--- src/rtl/rs485_pkg.sv ---
// Shared definitions for the RS485 UART blocks: transmitter state encoding
// and bit-period helpers that the receiver will reuse.
package rs485_pkg;

    typedef enum logic [2:0] {
        IDLE,
        LEAD,
        START,
        DATA,
        PARITY,
        STOP,
        TRAIL
    } tx_state_t;

    function automatic int baud_cnt_max(input int clk_freq, input int uart_bps);
        return clk_freq / uart_bps;
    endfunction

    // A one-cycle bit period still needs a one-bit counter to stay legal.
    function automatic int baud_cnt_width(input int cnt_max);
        return (cnt_max > 1) ? $clog2(cnt_max) : 1;
    endfunction

endpackage

--- src/rtl/rs485_baud_gen.sv ---
// Bit-period counter with synchronous clear; bit_end marks the last cycle of
// each period and bit_end_next predicts it one cycle ahead.
module rs485_baud_gen
    import rs485_pkg::*;
#(
    parameter int CLK_FREQ = 50_000_000,
    parameter int UART_BPS = 9600
) (
    input  logic clk,
    input  logic rst,
    input  logic clear,
    output logic bit_end,
    output logic bit_end_next
);

    localparam int CNT_MAX = baud_cnt_max(CLK_FREQ, UART_BPS);
    localparam int CW      = baud_cnt_width(CNT_MAX);
    localparam logic [CW-1:0] CNT_LAST = CW'(CNT_MAX - 1);

    logic [CW-1:0] cnt;
    logic [CW-1:0] cnt_next;

    always_comb begin
        cnt_next = cnt + CW'(1);
        if (clear || cnt == CNT_LAST) begin
            cnt_next = '0;
        end
    end

    always_ff @(posedge clk) begin
        if (rst) begin
            cnt <= '0;
        end else begin
            cnt <= cnt_next;
        end
    end

    assign bit_end      = (cnt == CNT_LAST);
    assign bit_end_next = (cnt_next == CNT_LAST);

endmodule

--- src/rtl/rs485_uart_tx.sv ---
// RS485 UART transmitter: ready/valid byte input, driver-enable guard times and
// frame chaining. Define RS485_TX_PARITY_EN to build the parity bit.
module rs485_uart_tx
    import rs485_pkg::*;
#(
    parameter int UART_BPS     = 9600,
    parameter int CLK_FREQ     = 50_000_000,
    parameter int DATA_BITS    = 8,
    parameter int STOP_BITS    = 1,
    parameter int PARITY_ODD   = 0,
    parameter int GUARD_CYCLES = 16
) (
    input  logic       sys_clk,
    input  logic       sys_rst,
    input  logic [7:0] pi_data,
    input  logic       pi_valid,
    output logic       pi_ready,
    output logic       tx,
    output logic       de,
    output logic       busy,
    output logic       tx_done
);

    localparam int GW = (GUARD_CYCLES > 0) ? $clog2(GUARD_CYCLES + 1) : 1;
    localparam logic [GW-1:0] GUARD_LAST = GW'((GUARD_CYCLES > 0) ? GUARD_CYCLES - 1 : 0);
    localparam logic [2:0] DATA_LAST = 3'(DATA_BITS - 1);
    localparam logic [2:0] STOP_LAST = 3'(STOP_BITS - 1);

    tx_state_t            state;
    tx_state_t            next_state;
    logic [DATA_BITS-1:0] shift_reg;
    logic [DATA_BITS-1:0] shift_next;
    logic [2:0]           bit_cnt;
    logic [2:0]           bit_cnt_next;
    logic [GW-1:0]        guard_cnt;
    logic [GW-1:0]        guard_cnt_next;
    logic                 bit_end;
    logic                 bit_end_next;
    logic                 baud_clear;
    logic                 accept;
    logic                 state_change;
    logic                 tx_next;
    logic                 tx_done_next;

`ifdef RS485_TX_PARITY_EN
    logic parity_bit;
`endif

    assign pi_ready     = (state == IDLE || state == TRAIL) && !sys_rst;
    assign accept       = pi_valid && pi_ready;
    assign state_change = (next_state != state);
    assign baud_clear   = state_change || (state == IDLE);

    rs485_baud_gen #(
        .CLK_FREQ (CLK_FREQ),
        .UART_BPS (UART_BPS)
    ) u_baud (
        .clk          (sys_clk),
        .rst          (sys_rst),
        .clear        (baud_clear),
        .bit_end      (bit_end),
        .bit_end_next (bit_end_next)
    );

    always_comb begin
        next_state = state;
        case (state)
            IDLE: begin
                if (accept) begin
                    if (GUARD_CYCLES == 0) next_state = START;
                    else                   next_state = LEAD;
                end
            end
            LEAD:  if (guard_cnt == GUARD_LAST) next_state = START;
            START: if (bit_end) next_state = DATA;
            DATA: begin
                if (bit_end && bit_cnt == DATA_LAST) begin
`ifdef RS485_TX_PARITY_EN
                    next_state = PARITY;
`else
                    next_state = STOP;
`endif
                end
            end
`ifdef RS485_TX_PARITY_EN
            PARITY: if (bit_end) next_state = STOP;
`endif
            STOP: begin
                if (bit_end && bit_cnt == STOP_LAST) begin
                    if (GUARD_CYCLES == 0) next_state = IDLE;
                    else                   next_state = TRAIL;
                end
            end
            // A byte accepted during the trail guard restarts without a new lead-in.
            TRAIL: begin
                if (accept)                         next_state = START;
                else if (guard_cnt == GUARD_LAST)   next_state = IDLE;
            end
            default: next_state = IDLE;
        endcase
    end

    // Registered outputs are decoded from next-cycle values so they line up with the state register.
    always_comb begin
        shift_next     = shift_reg;
        bit_cnt_next   = bit_cnt;
        guard_cnt_next = '0;
        if (accept) begin
            shift_next = pi_data[DATA_BITS-1:0];
        end else if (state == DATA && bit_end) begin
            shift_next = shift_reg >> 1;
        end
        if (state_change) begin
            bit_cnt_next = '0;
        end else if (bit_end && (state == DATA || state == STOP)) begin
            bit_cnt_next = bit_cnt + 3'd1;
        end
        if (!state_change && (state == LEAD || state == TRAIL)) begin
            guard_cnt_next = guard_cnt + GW'(1);
        end
        case (next_state)
            START:   tx_next = 1'b0;
            DATA:    tx_next = shift_next[0];
`ifdef RS485_TX_PARITY_EN
            PARITY:  tx_next = parity_bit;
`endif
            default: tx_next = 1'b1;
        endcase
        tx_done_next = (next_state == STOP) && bit_end_next && (bit_cnt_next == STOP_LAST);
    end

    always_ff @(posedge sys_clk) begin
        if (sys_rst) begin
            state     <= IDLE;
            shift_reg <= '0;
            bit_cnt   <= '0;
            guard_cnt <= '0;
            tx        <= 1'b1;
            de        <= 1'b0;
            busy      <= 1'b0;
            tx_done   <= 1'b0;
        end else begin
            state     <= next_state;
            shift_reg <= shift_next;
            bit_cnt   <= bit_cnt_next;
            guard_cnt <= guard_cnt_next;
            tx        <= tx_next;
            de        <= (next_state != IDLE);
            busy      <= (next_state != IDLE);
            tx_done   <= tx_done_next;
        end
    end

`ifdef RS485_TX_PARITY_EN
    always_ff @(posedge sys_clk) begin
        if (sys_rst) begin
            parity_bit <= 1'b0;
        end else if (accept) begin
            parity_bit <= (PARITY_ODD != 0) ? ~^pi_data[DATA_BITS-1:0] : ^pi_data[DATA_BITS-1:0];
        end
    end
`endif

endmodule

--- config.mk ---
export PLATFORM = sky130hd
export DESIGN_NAME = rs485_uart_tx
export DESIGN_NICKNAME = d
export VERILOG_FILES = /design/src/rtl/rs485_pkg.sv /design/src/rtl/rs485_baud_gen.sv /design/src/rtl/rs485_uart_tx.sv
export SDC_FILE = /design/constraint.sdc
export NUM_CORES = 1
export LEC_CHECK = 0
export ABC_CLOCK_PERIOD_IN_PS = 3700
export BUFFER_PORTS_ARGS = -buffer_cell sky130_fd_sc_hd__buf_2
export CORE_MARGIN = 3
export CORE_UTILIZATION = 55
export CTS_CLUSTER_SIZE = 8
export DETAILED_ROUTE_END_ITERATION = 6
export GPL_ROUTABILITY_DRIVEN = 1
export PLACE_DENSITY = 0.82
export SLEW_MARGIN = 10
export SYNTH_ARGS = -nofsm -noshare
export SYNTH_HDL_FRONTEND = slang
export SYNTH_HIERARCHICAL = 1
export SYNTH_SLANG_ARGS = --single-unit
--- constraint.sdc ---
create_clock -name sys_clk -period 3.7 [get_ports sys_clk]
set_clock_uncertainty 0.15 [all_clocks]
set_input_delay 0.185 -clock sys_clk [delete_from_list [all_inputs] [get_ports sys_clk]]
set_output_delay 0.185 -clock sys_clk [all_outputs]
set_load 0.005 [all_outputs]
Word level (Yosys, flattened, before mapping)
Index checks and enable logic that the tools add are counted.
{"block": "word_totals", "ff_bits": 35, "input_bits": 11, "output_inout_bits": 5, "elab_cells": 62}
{"block": "op_classes", "addsub": 3, "n_eq_ne": 13, "n_mux": 14, "bitwise": 1, "n_reduce_logical": 22}
{"cell": "two-way mux 3 bit", "n": 9}
{"cell": "== test 13 bit, second input constant", "n": 2}
{"cell": "one-hot mux 3 bit (6 select lines)", "n": 1}
{"cell": "two-way mux 8 bit", "n": 2}
{"cell": "adder 13 x 1 -> 13 bit, second input constant", "n": 1}
{"cell": "two-way mux 13 bit", "n": 1}
{"cell": "== test 3 x 2 -> 1 bit, second input constant", "n": 4}
{"cell": "== test 3 bit, second input constant", "n": 4}
{"cell": "logical AND 1 bit", "n": 9}
{"cell": "logical NOT 3 bit", "n": 3}
{"cell": "adder 5 x 1 -> 5 bit, second input constant", "n": 1}
{"cell": "== test 5 x 4 -> 1 bit, second input constant", "n": 1}
{"cell": "logical OR 1 bit", "n": 5}
{"cell": "adder 3 x 1 -> 3 bit, second input constant", "n": 1}
{"cell": "== test 3 x 1 -> 1 bit, second input constant", "n": 1}
{"cell": "inequality test 3 bit", "n": 1}
{"cell": "nonzero test 3 bit", "n": 1}
{"cell": "logical NOT 1 bit", "n": 2}
{"cell": "one-hot mux 1 bit (2 select lines)", "n": 1}
{"cell": "nonzero test 2 bit", "n": 1}
{"cell": "OR reduction 2 bit", "n": 1}
{"cell": "NOT 1 bit", "n": 1}

Longest topological paths before layout
Gate-level depths: netlist of run 1.
{"block": "logic_depth", "word_depth": 13, "depth_mapped": 14, "ltp_nobuf": 14}

By module
The synthesis of run 1 kept the hierarchy.
{"module": "rs485_uart_tx", "n_inst": 1, "cells_each": 131, "area_per_inst_um2": 1201.2, "seq_area_each_um2": 440.4}
{"module": "rs485_baud_gen", "n_inst": 1, "cells_each": 81, "area_per_inst_um2": 705.7, "seq_area_each_um2": 260.2}

Least setup slack after synthesis of run 1
Ideal clock, no wire load.
{"block": "synth_path", "path_kind": "reg-to-reg", "from": "register u_baud.cnt[5]", "to": "register tx_done", "setup_time_ns": 0.123, "arrival_ns": 2.326, "t_required_ns": 3.427, "path_slack_ns": 1.100, "path_stages_with_launch": 15, "path_buffers": 1, "period_less_slack_ns": 2.600, "cell_sequence": "dfxtp_1 buf_6 or3b_1 nor4_2 nand3b_1 nand3_1 o221ai_2 and2_1 o31ai_1 nor2_1 nor4b_1 nand3_1 a221oi_1 nand3b_1 a211oi_2"}
{"block": "synth_via", "elab_chain_cells": 11, "elab_cells_between_ends": 20, "cone_classes": "add/sub (1); eq/ne (4); mux (7); reduce/logical (8)"}
{"item": "start, declared", "line_no": "rs485_baud_gen.sv:20", "source": "logic [CW-1:0] cnt;"}
{"item": "start signal, assigned", "line_no": "rs485_baud_gen.sv:34", "source": "cnt <= cnt_next;"}
{"item": "== test 13 bit (*)", "line_no": "rs485_baud_gen.sv:38", "source": "assign bit_end = (cnt == CNT_LAST);"}
{"item": "named net bit_end", "line_no": "rs485_uart_tx.sv:37", "source": "logic bit_end;"}
{"item": "logical AND 1 bit, on equally long branches", "line_no": "rs485_uart_tx.sv:89, rs485_uart_tx.sv:77"}
{"item": "two-way mux 3 bit, on equally long branches", "line_no": "rs485_uart_tx.sv:89, rs485_uart_tx.sv:77"}
{"item": "one-hot mux 3 bit (6 select lines) (*)", "line_no": "rs485_uart_tx.sv:67", "source": "case (state)"}
{"item": "inequality test 3 bit (*)", "line_no": "rs485_uart_tx.sv:51", "source": "assign state_change = (next_state != state);"}
{"item": "logical OR 1 bit (*)", "line_no": "rs485_uart_tx.sv:52", "source": "assign baud_clear = state_change || (state == IDLE);"}
{"item": "named net baud_clear", "line_no": "rs485_uart_tx.sv:39", "source": "logic baud_clear;"}
{"item": "logical OR 1 bit (*)", "line_no": "rs485_baud_gen.sv:25", "source": "if (clear || cnt == CNT_LAST) begin"}
{"item": "two-way mux 13 bit (*)", "line_no": "rs485_baud_gen.sv:25"}
{"item": "== test 13 bit (*)", "line_no": "rs485_baud_gen.sv:39", "source": "assign bit_end_next = (cnt_next == CNT_LAST);"}
{"item": "named net bit_end_next", "line_no": "rs485_uart_tx.sv:38", "source": "logic bit_end_next;"}
{"item": "logical AND 1 bit (*) (2 in a row)", "line_no": "rs485_uart_tx.sv:129", "source": "tx_done_next = (next_state == STOP) && bit_end_next && (bit_cnt_next == STOP_LAST);"}
{"item": "end signal, assigned", "line_no": "rs485_uart_tx.sv:150", "source": "tx_done <= tx_done_next;"}
{"item": "end, declared", "line_no": "rs485_uart_tx.sv:21", "source": "output logic tx_done"}
The timed path passes the listed nets; every way through them passes the cells marked *.
A chain may end at the register's enable or synchronous reset.

Final worst setup path of run 1
{"block": "layout_path", "from": "register u_baud.cnt[6]", "to": "register tx_done"}
Same word-level chain as after synthesis.

==> results.json, run 1 <==
{
  "cp-start-kind": "flip-flop",
  "cts_max_level": 2,
  "netlist.area_leader.share": 0.3675,
  "yosysUniqueCellTypes": 54,
  "hold_depth": 3,
  "drive_gt1_frac": 0.1624,
  "synth_ff_type": "dfxtp_1",
  "drt_iter0_markers": 102,
  "io_pins": 16,
  "synth_top_area_cell": "dfxtp_1",
  "worstPathRequired_ns": 3.79,
  "rsz0062_at_grt": "no",
  "largest_register_ffs": 13,
  "r2r_cells": 13,
  "cp.depth": 13,
  "holdWs_ns": 0.02350,
  "crit_path_end_kind": "flip-flop",
  "start_util": 0.6000,
  "synth.net_count": 229,
  "setup_viol": 0,
  "cts.root.buffer_cell": "clkbuf_4",
  "ys_warn_count": 6,
  "gp_congestion": 0.8758,
  "syn_area_per_cell_um2": 8.994,
  "grtUsageTotal": 0.2052,
  "hold_viol_final": 0,
  "fmax_ghz": 0.3321,
  "r2r_start": "u_baud/cnt[6]",
  "p_per_area_nw_per_um2": 323.2,
  "clk_path_buf_depth": 2,
  "drc": 0,
  "die_area_um2": 4209,
  "routed_via_density": 5.612,
  "dpl.hpwl_mm": 2.552,
  "ys_async_sr_fraction": 0,
  "path_clk_slew_ns": 0.11,
  "crit_family": "simple AND/OR/NAND/NOR gates",
  "ant_nets": 0,
  "ir_drop_v": 0.0002127,
  "grt_max_degree": 18,
  "worst_pin_slew_ns": 0.5880,
  "fp.dieW_um": 64.88,
  "die_h_um": 64.88,
  "hp-class": "in2reg",
  "ys_ff_latch": 35,
  "routedWlPerCell_um": 13.27,
  "firstDrtPassIters": 4,
  "maxCapViolCount": 0,
  "leakagePower_uw": 0.0007983,
  "synth_edf_count": 0,
  "period_needed_ns": 3.011,
  "fin_nets": 250,
  "wirelength_mm": 3.688,
  "slowest_delay_ns": 0.56,
  "cts.sinks": 35,
  "path_cells": "or3b_1 -> nor4_2 -> nand3b_1 -> nand3_1 -> o221ai_2 -> and2_1 -> o31ai_1 -> nor2_1 -> nor4b_1 -> nand3_1 -> a221oi_1 -> nand3b_1 -> a211oi_2",
  "cts.repair.resized": 0,
  "post_cts_buffers": 0,
  "worstSkewPairLatency_ns": 0.35,
  "grt_pass1_wl_mm": 6.603,
  "num_vias": 1560,
  "crit_fanout": 8,
  "grt_overflow": 0,
  "crit_buf_inv": 0,
  "antenna_found_initial": 0,
  "hp-start": "pi_data[0]",
  "grt_pass1_vias": 1447,
  "critPathSlowestCell": "nor4_2",
  "core_um2": 3178,
  "arrival_ns": 3.10,
  "p_total_uw": 679.8,
  "portBuffers": 15,
  "maxSlewViolCount": 0,
  "cts_tree": "done",
  "numCtsBuffers": 5,
  "netlist_area_um2": 1907,
  "std_cell_rows": 20,
  "syn-instance-count": 212,
  "yosysSeqAreaShare": 0.3675,
  "ctsHoldBuffers": 8,
  "finalCritPeriodShare": 0.8138,
  "syn_to_final_growth_pct": 10.30,
  "crit_type": "reg2reg",
  "crit_start": "u_baud/cnt[6]",
  "max_slew_margin": 0.6048,
  "fin_setup_tns_ns": 0,
  "outcome": "complete, no violations",
  "synthTopCellsByArea": "dfxtp_1 37%, nor2_1 6.1%, mux2i_1 4.7%",
  "antenna_cells": 0
}
-- cell type report --
cell class	instances	area (um^2)
Clock buffer	8	68.82
Timing Repair Buffer	24	162.7
Inverter	9	33.78
Sequential cell	35	700.7
Multi-Input combinational cell	158	1082
Tap cell	44	55.05
Fill cell	283	1075
-- cells in the mapped netlist, drive strengths merged, types with 3 or more instances --
cell type / count
dfxtp: 35
nor2: 32
a21oi: 11
nand3: 10
buf: 9
inv: 9
mux2i: 9
nand2: 9
a211oi: 7
xnor2: 7
ha: 6
xor2: 6
nand3b: 5
o21ai: 5
and2: 4
nand4: 4
and3: 3
nand4b: 3
or2: 3
-- layout by cell type (no fill, tap or decap), types with 2 or more instances in the layout --
cell           instances
buf_2                 15
xnor2_1                6
clkbuf_4               5
o21ai_0                4
a211oi_1               6
and2_1                 4
nand3b_1               5
clkbuf_8               2
xor2_1                 6
a31oi_1                2
and3_1                 3
and4_1                 2
nor4b_1                2
o31ai_1                2
nand4b_1               3
or2_2                  2
dlygate4sd3_1          8
dfxtp_1               35
mux2i_1                9
nand2b_1               2
nand3_1                9
nand2_1                9
inv_1                  9
nor2_1                31
nand4_1                4
a21oi_1               11
o211ai_1               2
ha_1                   6
and4b_1                2
-- routing by layer --
layer	part of all wire	GRT usage	up-vias	wire length, um
met2	0.43	0.2886	34	1586
met3	0.040	0.04333	9	149
met1	0.50	0.2851	716	1854
met5	0	0	-	0
met4	0.027	0.1214	0	98
li1	-	-	801	-
-- path summary, 6_finish.rpt --
check | endpoint | slack, ns
setup / recovery | tx_done | 0.69
setup reg to reg | tx_done | 0.69
hold / removal | shift_reg[0] | 0.02
hold reg to reg | guard_cnt[0] | 0.31
-- stage by stage --
stage                     instance area, um^2  setup slack, ns    util  instances
after detailed placement                 1954           0.7440  0.6150        262
after global placement                   1954           0.8959  0.6150        262
after floorplan                          1907            1.100       -        212
after CTS                                2103           0.7147  0.6618        278
after global routing                     2103           0.4084  0.6618        278
final                                    2103           0.6889  0.6618        278
-- cells by family (layout without fill, tap and decap cells) --
group           Yosys count  in the layout  share of synthesized area
buf+inv                  19             41                    0.06496
mux                       9              9                    0.04725
flops                    35             35                     0.3675
compound gates           37             37                     0.1371
simple gates             93             93                     0.2802
xor+xnor                 13             13                    0.06365
fa+ha+maj                 6              6                    0.03937
-- worst register-to-register path, cell delays in order, from the launching register on --
cell	delay, ns
dfxtp_1	0.45
or3b_1	0.41
nor4_2	0.56
nand3b_1	0.20
nand3_1	0.17
o221ai_2	0.15
and2_1	0.21
o31ai_1	0.09
nor2_1	0.06
nor4b_1	0.14
nand3_1	0.09
a221oi_1	0.05
nand3b_1	0.11
a211oi_2	0.05
-- power by group --
group | internal (uW) | switching [uW]
sequential | 385 | 6.39
combinational | 25.3 | 27.1
clock | 112 | 124
(Power assumes the default switching activity.)
==> run 2: changes to the inputs <==
- ABC_AREA: unset -> 1
- ABC_CLOCK_PERIOD_IN_PS: 3700 -> 2600
- CORE_UTILIZATION: 55 -> 53
- PLACE_DENSITY: 0.82 -> 0.83
- clock period: 3.7 -> 2.6 ns (I/O delays scaled with it)
==> results.json, run 2 <==
{
  "ir_drop_v": 0.0002944,
  "ant_nets": 0,
  "start_util": 0.5693,
  "grt_overflow": 0,
  "critPathSlowestCell": "dfxtp_4",
  "largest_register_ffs": 13,
  "numCtsBuffers": 5,
  "synthTopCellsByArea": "dfxtp_1 35%, nand2_1 14%, nor2_1 8.2%",
  "routed_via_density": 5.088,
  "path_clk_slew_ns": 0.07,
  "dpl.hpwl_mm": 3.061,
  "drive_gt1_frac": 0.2818,
  "crit_type": "reg2reg",
  "ys_warn_count": 6,
  "netlist_area_um2": 1974,
  "synth.net_count": 302,
  "routedWlPerCell_um": 11.72,
  "min_to": "guard_cnt[4]",
  "crit_fanout": 6,
  "fp.dieW_um": 67.04,
  "seq_area_um2": 706.9,
  "synth_commonest_cells": "72 x nand2_1, 43 x nor2_1, 39 x inv_1",
  "gp_congestion": 0.9307,
  "r2r_end": "tx_done",
  "fmax_ghz": 0.3797,
  "worstSkewPairLatency_ns": 0.29,
  "cp-start-kind": "flip-flop",
  "worst_pin_slew_ns": 0.3831,
  "netlist.area_leader.share": 0.3549,
  "holdWs_ns": 0.03975,
  "leakagePower_uw": 0.001082,
  "std_cell_rows": 21,
  "crit_path_end_kind": "flip-flop",
  "rsz0062_at_grt": "yes",
  "mostFrequentLayoutCell": "nand2_1",
  "grt_max_degree": 21,
  "fill_cells": 289,
  "multiInputGateArea_um2": 1105,
  "cts_tree": "done",
  "hp-class": "in2reg",
  "finalCritPeriodShare": 1.013,
  "final_cell_mix": "69 x nand2_1, 37 x nor2_1, 36 x inv_1, 32 x dfxtp_1, 21 x nand3_1",
  "syn_area_per_cell_um2": 6.928,
  "die_area_um2": 4494,
  "grt_pass1_vias": 1776,
  "crit_family": "simple AND/OR/NAND/NOR gates",
  "yosysSeqAreaShare": 0.3549,
  "p_per_area_nw_per_um2": 438.4,
  "layout_setup_ws_ns": -0.03359,
  "worstPathRequired_ns": 2.68,
  "ys_async_sr_fraction": 0,
  "antenna_found_initial": 0,
  "portBuffers": 15,
  "grt_pass1_wl_mm": 7.493,
  "pre_cts_slack_ns": -0.08587,
  "fin_setup_tns_ns": -0.03359,
  "maxSlewViolCount": 0,
  "die_h_um": 67.04,
  "cts_max_level": 2,
  "outcome": "finished, violations left",
  "fin_nets": 346,
  "max_slew_margin": 0.7429,
  "synth_ff_type": "dfxtp_1",
  "cts.root.buffer_cell": "clkbuf_8",
  "clk_path_buf_depth": 2,
  "hold_depth": 4,
  "arrival_ns": 2.71,
  "slowest_delay_ns": 0.36,
  "syn-instance-count": 285,
  "antenna_cells": 0,
  "cp.depth": 24,
  "yosysMostFrequentCell": "nand2_1",
  "maxCapViolCount": 0,
  "synth_edf_count": 0,
  "wirelength_mm": 4.405,
  "synth_top_area_cell": "dfxtp_1",
  "fin_cells": 376,
  "drt_iter0_markers": 132,
  "setup_viol": 1,
  "placedCellCount": 353,
  "violations": "setup timing",
  "cts.sinks": 35,
  "core_um2": 3468,
  "syn_to_final_growth_pct": 23.57,
  "num_vias": 1913,
  "r2r_start": "u_baud/cnt[0]",
  "r2r_cells": 24,
  "firstDrtPassIters": 4,
  "io_pins": 16,
  "path_cells": "ha_4 -> nand2_2 -> nor2_2 -> nand3_2 -> inv_2 -> buf_4 -> nand2_1 -> nor2_2 -> nor2_1 -> nand3_1 -> nand2_1 -> nor2_4 -> nand2_2 -> inv_2 -> nand2_4 -> inv_2 -> nand3_2 -> nor2_2 -> nand2_1 -> nor2_2 -> nand4_1 -> nor2_1 -> nand2_1 -> nor2_1",
  "period_needed_ns": 2.634,
  "crit_start": "u_baud/cnt[0]",
  "grtUsageTotal": 0.2214,
  "hp-start": "sys_rst",
  "hold_viol_final": 0,
  "reg2reg_slack_ns": -0.03,
  "drc": 0,
  "ys_ff_latch": 35,
  "yosysUniqueCellTypes": 32,
  "crit_buf_inv": 4
}
## run 2: cell count changes after synthesis, sizes merged, moves of 4 or more
| cell | change |
|---|---|
| nor2 | +22 |
| nand2 | +70 |
| nand3 | +15 |
| a21oi | -4 |
| buf | -4 |
| a211oi | -7 |
| xnor2 | -6 |
| mux2i | -9 |
| inv | +34 |
| a31oi | +4 |
| and2 | -4 |
## run 2: final cells by class
class                   count  share of cell area
multi-input cells         201              0.4528
flip-flops and latches     35              0.2897
repair buffers             43              0.1251
inverters                  43             0.07128
clock buffers               7             0.03538
well taps                  46             0.02359
clock inverters             1            0.002051
## run 2: cells by family (layout without fill, tap and decap cells)
family                   after synthesis  after routing  synth area share
AO/OA/AOI/OAI                         21             21           0.06274
XOR/XNOR                               4              4           0.01775
adder cells (fa/ha/maj)                6              6           0.03802
buffers and inverters                 49             94            0.1147
flip-flops                            35             35            0.3549
AND/OR/NAND/NOR                      170            170            0.4119
## run 2: power by group
part           internal [uW]  switching [uW]  leakage [uW]
clock network            214             192     0.0000482
logic                   52.1            57.8      0.000749
registers                546            8.53      0.000285
## run 2: metrics by stage
stage	util	cell area, um^2	power (uW)
after floorplan	-	1994	626.9
after global placement	0.6263	2172	650.3
after detailed placement	0.6263	2172	651.2
after CTS	0.6908	2396	1067
after global routing	0.7035	2440	1116
final	0.7035	2440	1070
## run 2: how the worst max path moves through the flow
stage / slack (ns) / to
floorplan: 0.009 / tx_done
global placement: 0.04 / tx_done
detailed placement: -0.09 / tx_done
CTS: -0.04 / tx_done
global route: -0.29 / tx_done
finish: -0.03 / tx_done
## run 2: repair_timing
item / in CTS / in global routing
resized for setup: 9 / 9
setup buffers: 4 / 3
setup endpoints to repair: 1 / 10
hold endpoints to repair: 8 / 0
hold buffers: 8 / 0
pin swaps: 12 / 13
## run 2: per-layer routing
metal / routed length [um] / vias up / global-route usage
li1: - / 972 / -
met1: 1946 / 863 / 0.2708
met2: 2103 / 71 / 0.3693
met3: 298 / 7 / 0.04216
met4: 57 / 0 / 0.1038
met5: 0 / - / 0
## run 2: worst reg2reg max path, cell delays in order, from the launching register on
cell	delay, ns
dfxtp_4	0.36
ha_4	0.13
nand2_2	0.06
nor2_2	0.11
nand3_2	0.09
inv_2	0.09
buf_4	0.11
nand2_1	0.08
nor2_2	0.13
nor2_1	0.06
nand3_1	0.08
nand2_1	0.09
nor2_4	0.10
nand2_2	0.06
inv_2	0.06
nand2_4	0.07
inv_2	0.07
nand3_2	0.09
nor2_2	0.14
nand2_1	0.07
nor2_2	0.07
nand4_1	0.08
nor2_1	0.10
nand2_1	0.05
nor2_1	0.07
==> run 3: changes to the inputs <==
- ABC_CLOCK_PERIOD_IN_PS: 2600 -> 2650
- CORE_UTILIZATION: 53 -> 55
- PLACE_DENSITY: 0.83 -> 0.82
- clock period: 2.6 -> 2.65 ns (I/O delays scaled with it)
==> results.json, run 3 (synthesized netlist as in run 2, its figures left out) <==
{
  "crit_start": "u_baud/cnt[1]",
  "switching_share": 0.2591,
  "maxSlewViolCount": 0,
  "routedWlPerCell_um": 12.23,
  "p_clk_frac": 0.320,
  "io_pins": 16,
  "rsz0062_at_grt": "yes",
  "syn_to_final_growth_pct": 23.26,
  "r2r_start": "u_baud/cnt[1]",
  "setup_viol": 1,
  "crit_path_end_kind": "flip-flop",
  "cp-start-kind": "flip-flop",
  "mostFrequentLayoutCell": "nand2_1",
  "antenna_found_initial": 0,
  "hp-class": "in2reg",
  "grt_max_degree": 21,
  "path_clk_slew_ns": 0.11,
  "fill_cells": 266,
  "crit_type": "reg2reg",
  "antenna_cells": 0,
  "fp.dieW_um": 65.92,
  "worst_pin_slew_ns": 0.3939,
  "die_h_um": 65.92,
  "fmax_ghz": 0.3759,
  "layout_setup_ws_ns": -0.01027,
  "drive_gt1_frac": 0.2754,
  "grt_pass1_vias": 1738,
  "drc": 0,
  "p_comb_frac": 0.108,
  "pre_cts_slack_ns": -0.07389,
  "finalCritPeriodShare": 1.004,
  "hold_viol_final": 0,
  "ir_drop_v": 0.0003113,
  "leakagePower_uw": 0.001116,
  "die_area_um2": 4345,
  "cts_max_level": 2,
  "fin_util": 0.7180,
  "grt_pass1_wl_mm": 7.783,
  "num_vias": 1944,
  "numCtsBuffers": 5,
  "violations": "setup timing",
  "gp_congestion": 0.9182,
  "met2_usage": 0.4018,
  "p_per_area_nw_per_um2": 391.0,
  "ant_nets": 0,
  "dpl.hpwl_mm": 3.146,
  "crit_fanout": 6,
  "drt_iter0_markers": 147,
  "firstDrtPassIters": 4,
  "routed_via_density": 5.116,
  "final_cell_mix": "70 x nand2_1, 39 x nor2_1, 35 x inv_1, 31 x dfxtp_1, 24 x buf_4",
  "arrival_ns": 2.81,
  "wirelength_mm": 4.649,
  "grt_overflow": 0,
  "cts_tree": "done",
  "top_usage_layer": "met2",
  "max_slew_margin": 0.7356,
  "outcome": "finished, violations left",
  "clk_path_buf_depth": 2,
  "largest_register_ffs": 13,
  "cts.root.buffer_cell": "clkbuf_4",
  "worstSkewPairLatency_ns": 0.35,
  "portBuffers": 15,
  "maxCapViolCount": 0,
  "period_needed_ns": 2.660,
  "start_util": 0.5825,
  "grt_util_met3": 0.05102,
  "reg2reg_slack_ns": -0.01,
  "std_cell_rows": 21,
  "power.share.sequential": 0.572,
  "fin_setup_tns_ns": -0.01027,
  "fin_nets": 351,
  "use_met1": 0.2850,
  "cts.sinks": 35,
  "switchingPower_uw": 246.6,
  "worstPathRequired_ns": 2.80,
  "core_um2": 3390,
  "grtUsageTotal": 0.2339,
  "hp-start": "pi_valid",
  "p_int_uw": 705.0
}
run 3: path summary, 6_finish.rpt:
kind                                endpoint  depth (start not counted)
worst max-delay path                 tx_done                         24
worst min-delay path                      tx                          6
worst max register to register       tx_done                         24
worst min register to register  guard_cnt[0]                          1
run 3: layout make-up:
cell class	count	area, um^2	area share
clock buffers	6	51.30	0.02108
clock inverters	1	5.005	0.002057
flip-flops and latches	35	705.7	0.2900
multi-input cells	201	1095	0.4499
inverters	43	173.9	0.07147
repair buffers	48	345.3	0.1419
well taps	46	57.56	0.02365
run 3: worst max-delay path, cell delays in order, from the launching register on:
cell and delay [ns]:
dfxtp_2 0.37, ha_4 0.16, nand2_4 0.07, nor2_4 0.08, nand3_2 0.10, inv_2 0.07, buf_4 0.11, nand2_1 0.08
nor2_2 0.13, nor2_1 0.06, nand3_1 0.08, nand2_1 0.09, nor2_4 0.12, nand2_2 0.06, inv_2 0.06, nand2_4 0.07
inv_2 0.07, nand3_2 0.06, nor2_1 0.11, nand2_1 0.08, nor2_2 0.08, nand4_1 0.09, nor2_1 0.12, nand2_1 0.06
nor2_1 0.07
run 3: timing repair:
action,in CTS,in global routing
pin swaps,5,6
endpoints found under the setup margin,1,10
buffers inserted,7,3
hold buffers,9,0
resized for setup,5,11
hold endpoints to repair,14,0
run 3: stage by stage:
step | hold slack (ns) | power (uW) | instance area, um^2 | cells
final | 0.1308 | 951.6 | 2434 | 380
after global routing | 0.1713 | 998.0 | 2434 | 380
after CTS | 0.09165 | 950.1 | 2381 | 377
after detailed placement | 0.2549 | 640.0 | 2167 | 354
after global placement | 0.2393 | 638.7 | 2167 | 354
after floorplan | 0.04666 | 615.2 | 1982 | 285
run 3: metal layers:
metal	vias to the layer above	wire, um
li1	988	-
met2	63	2316
met3	7	281
met1	886	1992
met5	-	0
met4	0	58
run 3: power groups by stage:
stage,Sequential [uW],Clock (uW),Combinational [uW]
floorplan,553,0,62.6
CTS,544,310,95.9
global route,546,339,113
finish,544,305,103
global placement,556,0,82.9
detailed placement,556,0,83.9
